[src/rtl/result_reporter.sv]
// Post-halt self-check reporter: snapshots the cycle count and pass/fail flags on the
// halt edge, then streams "<flags> <8 hex digits>" into the OLED character buffer.
module result_reporter #(
  parameter int          CHECK_N   = 4,
  parameter logic [5:0]  BASE_ADDR = 6'd0
) (
  input  logic               sysclk,
  input  logic               cpu_reset,
  input  logic               halt,
  input  logic [CHECK_N-1:0] pass,
  input  logic [31:0]        cycle_count,
  input  logic               disp_ready,
  output logic               we,
  output logic [5:0]         write_addr,
  output logic [7:0]         write_data,
  output logic               busy,
  output logic               done
);

  localparam int         LEN  = CHECK_N + 9;
  localparam logic [4:0] LAST = 5'(LEN - 1);

  typedef enum logic [1:0] {
    IDLE = 2'd0,
    SNAP = 2'd1,
    EMIT = 2'd2,
    DONE = 2'd3
  } state_t;

  state_t             state, state_nx;
  logic [4:0]         index, index_nx;
  logic               halt_q;
  logic               halt_edge;
  logic [CHECK_N-1:0] pass_q;
  logic [31:0]        count_q;
  logic               flag;
  logic [3:0]         nibble;
  logic [7:0]         ascii;

  assign halt_edge = halt & ~halt_q;

  // NOTE: state registers use non-blocking assignments so every flop samples
  // pre-edge values; the async reset clears the snapshots along with the FSM.
  always_ff @(posedge sysclk or posedge cpu_reset) begin
    if (cpu_reset) begin
      state   <= IDLE;
      index   <= '0;
      halt_q  <= 1'b0;
      pass_q  <= '0;
      count_q <= '0;
    end else begin
      state  <= state_nx;
      index  <= index_nx;
      halt_q <= halt;
      // Inputs are captured on the accepted halt edge; nothing later can disturb them.
      if (state == IDLE && halt_edge) begin
        pass_q  <= pass;
        count_q <= cycle_count;
      end
    end
  end

  // NOTE: every always_comb output gets a default first so no path infers a latch.
  always_comb begin
    state_nx = state;
    index_nx = index;
    unique case (state)
      IDLE: if (halt_edge) state_nx = SNAP;
      SNAP: begin
        index_nx = '0;
        state_nx = EMIT;
      end
      EMIT: begin
        if (disp_ready) begin
          if (index == LAST) begin
            state_nx = DONE;
            index_nx = '0;
          end else begin
            index_nx = index + 5'd1;
          end
        end
      end
      DONE:    state_nx = DONE;
      default: state_nx = IDLE;
    endcase
  end

  // Character selection: flags (MSB first), a space, then the count in uppercase hex.
  always_comb begin
    flag   = 1'b0;
    nibble = 4'h0;
    for (int i = 0; i < CHECK_N; i++)
      if (index == 5'(i)) flag = pass_q[CHECK_N-1-i];
    for (int k = 0; k < 8; k++)
      if (index == 5'(CHECK_N + 1 + k)) nibble = count_q[(7-k)*4 +: 4];

    if (index < 5'(CHECK_N))
      ascii = flag ? 8'h2B : 8'h2D;
    else if (index == 5'(CHECK_N))
      ascii = 8'h20;
    else if (nibble < 4'd10)
      ascii = 8'h30 + {4'h0, nibble};
    else
      ascii = 8'h37 + {4'h0, nibble};
  end

  assign we         = (state == EMIT);
  assign busy       = (state == SNAP) || (state == EMIT);
  assign done       = (state == DONE);
  assign write_addr = BASE_ADDR + {1'b0, index};
  assign write_data = we ? ascii : 8'h00;

endmodule

[config.mk]
export PLATFORM = sky130hd
export DESIGN_NAME = result_reporter
export DESIGN_NICKNAME = d
export VERILOG_FILES = /design/src/rtl/result_reporter.sv
export SDC_FILE = /design/constraint.sdc
export NUM_CORES = 1
export LEC_CHECK = 0
export CAP_MARGIN = 0
export CELL_PAD_IN_SITES_DETAIL_PLACEMENT = 1
export CELL_PAD_IN_SITES_GLOBAL_PLACEMENT = 1
export CORE_AREA = 2 2 80 82
export DETAILED_ROUTE_END_ITERATION = 7
export DIE_AREA = 0 0 82 84
export DONT_BUFFER_PORTS = 1
export GPL_TIMING_DRIVEN = 0
export PLACE_DENSITY = 0.72
export SYNTH_ARGS = -nofsm -noshare
export SYNTH_HDL_FRONTEND = slang
export SYNTH_SLANG_ARGS = --single-unit
[constraint.sdc]
create_clock -name sysclk -period 3.1 [get_ports sysclk]
set_input_delay 0.62 -clock sysclk [delete_from_list [all_inputs] [get_ports sysclk]]
set_output_delay 0.62 -clock sysclk [all_outputs]
set_load 0.01 [all_outputs]
* Word-level counts from Yosys, hierarchy flattened
Index checks and enable logic that the tools add are counted.
** Storage, ports and cells
- Flip-flop bits (word level) :: 44
- Output and inout port bits :: 17
- Word-level logic and storage cells :: 61
- Input port bits :: 40
** Operators by class
- Equality and inequality tests :: 18
- Reduce and logical (&&, ||, !) cells :: 7
- Add/sub/neg operators :: 3
- Bitwise logic cells :: 2
- Muxes and demuxes :: 24
- Magnitude comparators :: 2
** Operator list (number)
- 4-bit two-way mux :: 8
- 5-bit by 4-bit == test with 1-bit output (second input constant) :: 5
- 7-bit two-way mux :: 3
- 5-bit by 3-bit == test with 1-bit output (second input constant) :: 4
- 6-bit by 4-bit adder with 7-bit output (first input constant) :: 2
- 5-bit by 2-bit == test with 1-bit output (second input constant) :: 2
- 5-bit two-way mux :: 2
- 5-bit one-hot mux with 2 select lines :: 1
- 8-bit two-way mux :: 1
- 2-bit one-hot mux with 4 select lines :: 1
- 2-bit two-way mux :: 3
- 5-bit by 1-bit adder with 5-bit output (second input constant) :: 1
- 5-bit by 1-bit == test with 1-bit output (second input constant) :: 1
- 5-bit logical NOT :: 1
- 5-bit by 3-bit less-than comparator with 1-bit output (second input constant) :: 1
- 2-bit == test (second input constant) :: 2
- 4-bit less-than comparator (second input constant) :: 1
- 1-bit two-way mux :: 4
- 2-bit != test (second input constant) :: 2
- 3-bit two-way mux :: 1
- 3-bit AND reduction :: 1
- 2-bit by 1-bit == test with 1-bit output (second input constant) :: 1
- 2-bit logical NOT :: 1
- 2-bit by 1-bit != test with 1-bit output (second input constant) :: 1
- 6 further kinds :: 6

* Depth between registers and ports, before layout
- Depth in word-level cells :: 14
- Mapped depth :: 12

* Least setup slack after synthesis
Ideal clock, no wire load.
- Path type :: register to output
- Start :: reg index[0]
- End :: out write_data[1]
- Buffers on the path :: 1
- Cell stages (with the launch flop) :: 12
- Arrival :: 2.526 ns
- Setup slack :: -0.046 ns
- Cell sequence :: dfrtp_1 -> ha_1 -> clkbuf_1 -> nor2b_1 -> o21ai_0 -> o21ai_4 -> a31oi_4 -> inv_1 -> ha_1 -> inv_1 -> o211a_1 -> o31a_1
** On the way
- Cells in the longest elaborated chain, start to end :: 14
- Elaborated cells between the ends (all ways) :: 34
** RTL lines
- from (decl) :: line 31 : logic [4:0] index, index_nx;
- from (signal assigned) :: line 53 : index <= index_nx;
- 5-bit by 3-bit == test with 1-bit output :: line 95 : if (index == 5'(CHECK_N + 1 + k)) nibble = count_q[(7-k)*4 +: 4];
- 4-bit two-way mux (8 in a row) :: line 95
- 6-bit by 4-bit adder with 7-bit output, or another cell as far along :: line 104 : ascii = 8'h37 + {4'h0, nibble};
- 7-bit two-way mux :: line 101 : else if (nibble < 4'd10)
- 7-bit two-way mux :: line 99 : else if (index == 5'(CHECK_N))
- 7-bit two-way mux (*) :: line 97 : if (index < 5'(CHECK_N))
- 8-bit two-way mux (*) :: line 111 : assign write_data = we ? ascii : 8'h00;
- to (decl) :: line 15 : output logic [7:0] write_data,
Every way passes the cells marked *; elsewhere a longest branch is shown, timed or not.

* Worst setup path after layout
Same ends and word-level chain as after synthesis.

==> run summary <==
Crit path largest cell delay - 0.57 ns
Worst slew pin tran - 0.547 ns
Die Area - 6890 µm²
Die width - 82 µm
Power per cell area - 308 nW/µm²
Synth Warn # - 0
FF+latch count, synth - 44
Layout area overhead - 24.0%
Unrepaired setup endpoints after global routing - true
Synth Area in Adders - 0.0538
Initial Utilization - 0.419
Worst-case clock buffer depth - 2
Antenna diode count - 0
Worst Path Max Fanout - 7
Endpoints failing hold - 0
Largest family of logic cells by synthesized area - compound AO/OA/AOI/OAI gates
# clock sinks - 44
Synth area leaders - dfrtp_1 43%, mux2_2 16%, ha_1 5.4%
Final worst-path cycle share - 1.06
Cell taking the most area after synthesis - dfrtp_1
Hold Crit Class - input pin to asynchronous set/reset pin
Startpoint types - flip-flop
Required time of the critical path - 2.48 ns
Setup TNS - -0.492 ns
Largest delay contributor family on the critical path - simple AND/OR/NAND/NOR gates
Synth Area in Compound Gates - 0.169
Vias - 1980
Status - finished with violations
Crit-path slowest cell - or4b_4
Antenna violations before repair - 0
Congestion Overflow GR - 0
Initial DRC Count - 48
First-pass GRT wire length - 10.7 mm
Drt via density - 5.77
PortBufs - 0
HPWL Detailed - 4.65 mm
Crit path buf inv count - 1
Final WS setup - -0.177 ns
CTS tree - yes
CTS Buf Count - 5
Share of synthesized registers carrying an async set or reset - 1.00
Post-Route Utilization - 0.520
Total GRT Usage - 0.207
I/O Pins - 57
Min cycle time layout - 3.28 ns
Routability congestion estimate - 0.834
Fmax - 0.305 GHz
Synth top area share - 0.431
Max Cap Viol - 0
Post-Layout Cell Count - 343
Clk_lat worst skew - 0.31 ns
Hold slack - 0.208 ns
Clock skew - 0.00440 ns
Data arrival, critical path - 2.66 ns
Synthesized area - 2560 µm²
Clk pin slew, worst setup/hold paths - 0.09 ns
Syn Area/Cell - 10.8 µm²
DP Cell Count - 316
Max transition margin - 0.625
Number of distinct library cells after synthesis - 50
Final number of max-transition violations - 0
Antenna viol nets, final - 0
Failing checks - negative setup slack
Residual DRC - 0
Root Buffer - clkbuf_8
Rows - 29
Setup CP Type - flip-flop to output port
Synthesized netlist cell count - 237
Post-DR wirelength/cell - 19.9 µm
Simple-gate share of the synthesized area - 0.135
Multiplexer area fraction after synthesis - 0.163
Critical Path Sink Type - output port
Number of synthesized flops with an enable pin - 0
Crit path cell chain - ha_4 -> or4b_4 -> a21oi_4 -> nor4_4 -> ha_1 -> inv_1 -> o211a_1 -> o31a_1
Pin count of the biggest net entering global routing - 45
Count leader, synth - dfrtp_1
DR pass1 iterations - 4
Pleak - 1.45 nW
Share of cells above drive strength 1 - 0.432
Vias in the first global route - 2074
Die height - 84 µm
Sequential element share of the synthesized area - 0.431
Nets - 316
Top flip-flop cell by instance count after synthesis - dfrtp_1
H-tree depth - 2
Core ar. - 6100 µm²
Max IR drop VDD - 0.279 mV
Synth top cells by count - 44 x dfrtp_1, 36 x mux2_2, 17 x nand2_1
Setup violations, final - 5
Fill count - 640
Xor-xnor portion of the synthesized cell area - 0
DRT Wirelength - 6.83 mm
## power by group
group,switching (W),leakage (nW),internal (W)
registers,0.000000209,0.596,0.000574
logic,0.0000127,0.814,0.00000553
clock network,0.000221,0.0452,0.000164
total,0.000234,1.45,0.000744
## final cells by class
cell class,instances,area [µm²],area share
Buffer,14,115,0.0363
Clock inverter,3,25.0,0.00790
Timing Repair Buffer,20,168,0.0529
Sequential cell,44,1110,0.349
Tap cell,77,96.3,0.0304
Inverter,13,56.3,0.0178
Clock buffer,5,68.8,0.0217
Multi-Input combinational cell,167,1530,0.484
## stage by stage
step                      power (W)  instance area, µm²  worst slack [ns]
after floorplan            0.000598                2560            0.0433
after global placement     0.000601                2660            -0.413
after detailed placement   0.000605                2680            -0.455
after CTS                  0.000986                3120            -0.142
after global routing        0.00101                3170            -0.266
final                      0.000978                3170            -0.177
## final timing paths
kind / start / endpoint / slack, ns / cells past startpoint
setup / recovery: index[0]$_DFFE_PP0P_ / write_data[1] / -0.18 / 8
setup reg to reg: index[0]$_DFFE_PP0P_ / index[2]$_DFFE_PP0P_ / 0.79 / 10
hold / removal: cpu_reset / count_q[10]$_DFFE_PP0P_ / 0.21 / 2
hold reg to reg: count_q[8]$_DFFE_PP0P_ / count_q[8]$_DFFE_PP0P_ / 0.52 / 1
min in group sysclk: halt / halt_q$_DFF_PP0_ / 0.34 / 0
max in group asynchronous: cpu_reset / pass_q[0]$_DFFE_PP0P_ / 2.67 / 2
## placed cells by master, fill, tap and decap left out, types with 3 or more instances in the layout
master	Yosys	routed
o21a_1	5	5
buf_4	2	20
nand2b_1	3	3
clkbuf_1	6	5
o31ai_1	3	3
nand3_1	7	6
dfrtp_1	44	40
a22o_1	3	3
clkbuf_8	0	5
inv_4	0	3
ha_4	0	4
nand3b_1	3	3
o21ai_0	14	10
o211ai_1	3	3
and3_1	4	4
ha_1	11	7
inv_1	12	8
mux2_2	36	36
o21ai_2	0	5
nor2_1	5	3
a221o_1	3	3
nand2_1	17	16
dfrtp_2	0	4
buf_6	1	5
a21oi_2	0	3
## kinds of logic after synthesis
kind of cell,Yosys count
other cells,1
compound gates,58
fa+ha+maj,11
mux,37
flops,44
buf+inv,27
simple gates,59
## worst register-to-register path: stages, from the launching register on
cell and delay (ns):
dfrtp_2 0.51, inv_4 0.11, ha_4 0.15, inv_4 0.05, or3_1 0.32, buf_6 0.14, buf_4 0.15, buf_4 0.15
and3_1 0.20, o21ai_0 0.27, o31ai_1 0.13
## timing repair
item | CTS | global route
hold endpoints to repair | 0 | 0
cloned | 1 | 0
setup endpoints to repair | 7 | 7
pin swaps | 15 | 7
hold buffers | 0 | 0
buffers inserted | 17 | 1
resized for setup | 49 | 16
## registers in the layout (all words and copies together), names as in the netlist
name / count
index: 5
halt_q: 1
count_q: 32
pass_q: 4
state: 2
## layer usage
metal  wire (µm)  track usage  up-vias
met5           0            0        -
met1        2970        0.277     1003
met3         403       0.0465        8
li1            -            -      917
met4         100       0.0742        0
met2        3350        0.326       52
(Power assumes the default switching activity.)
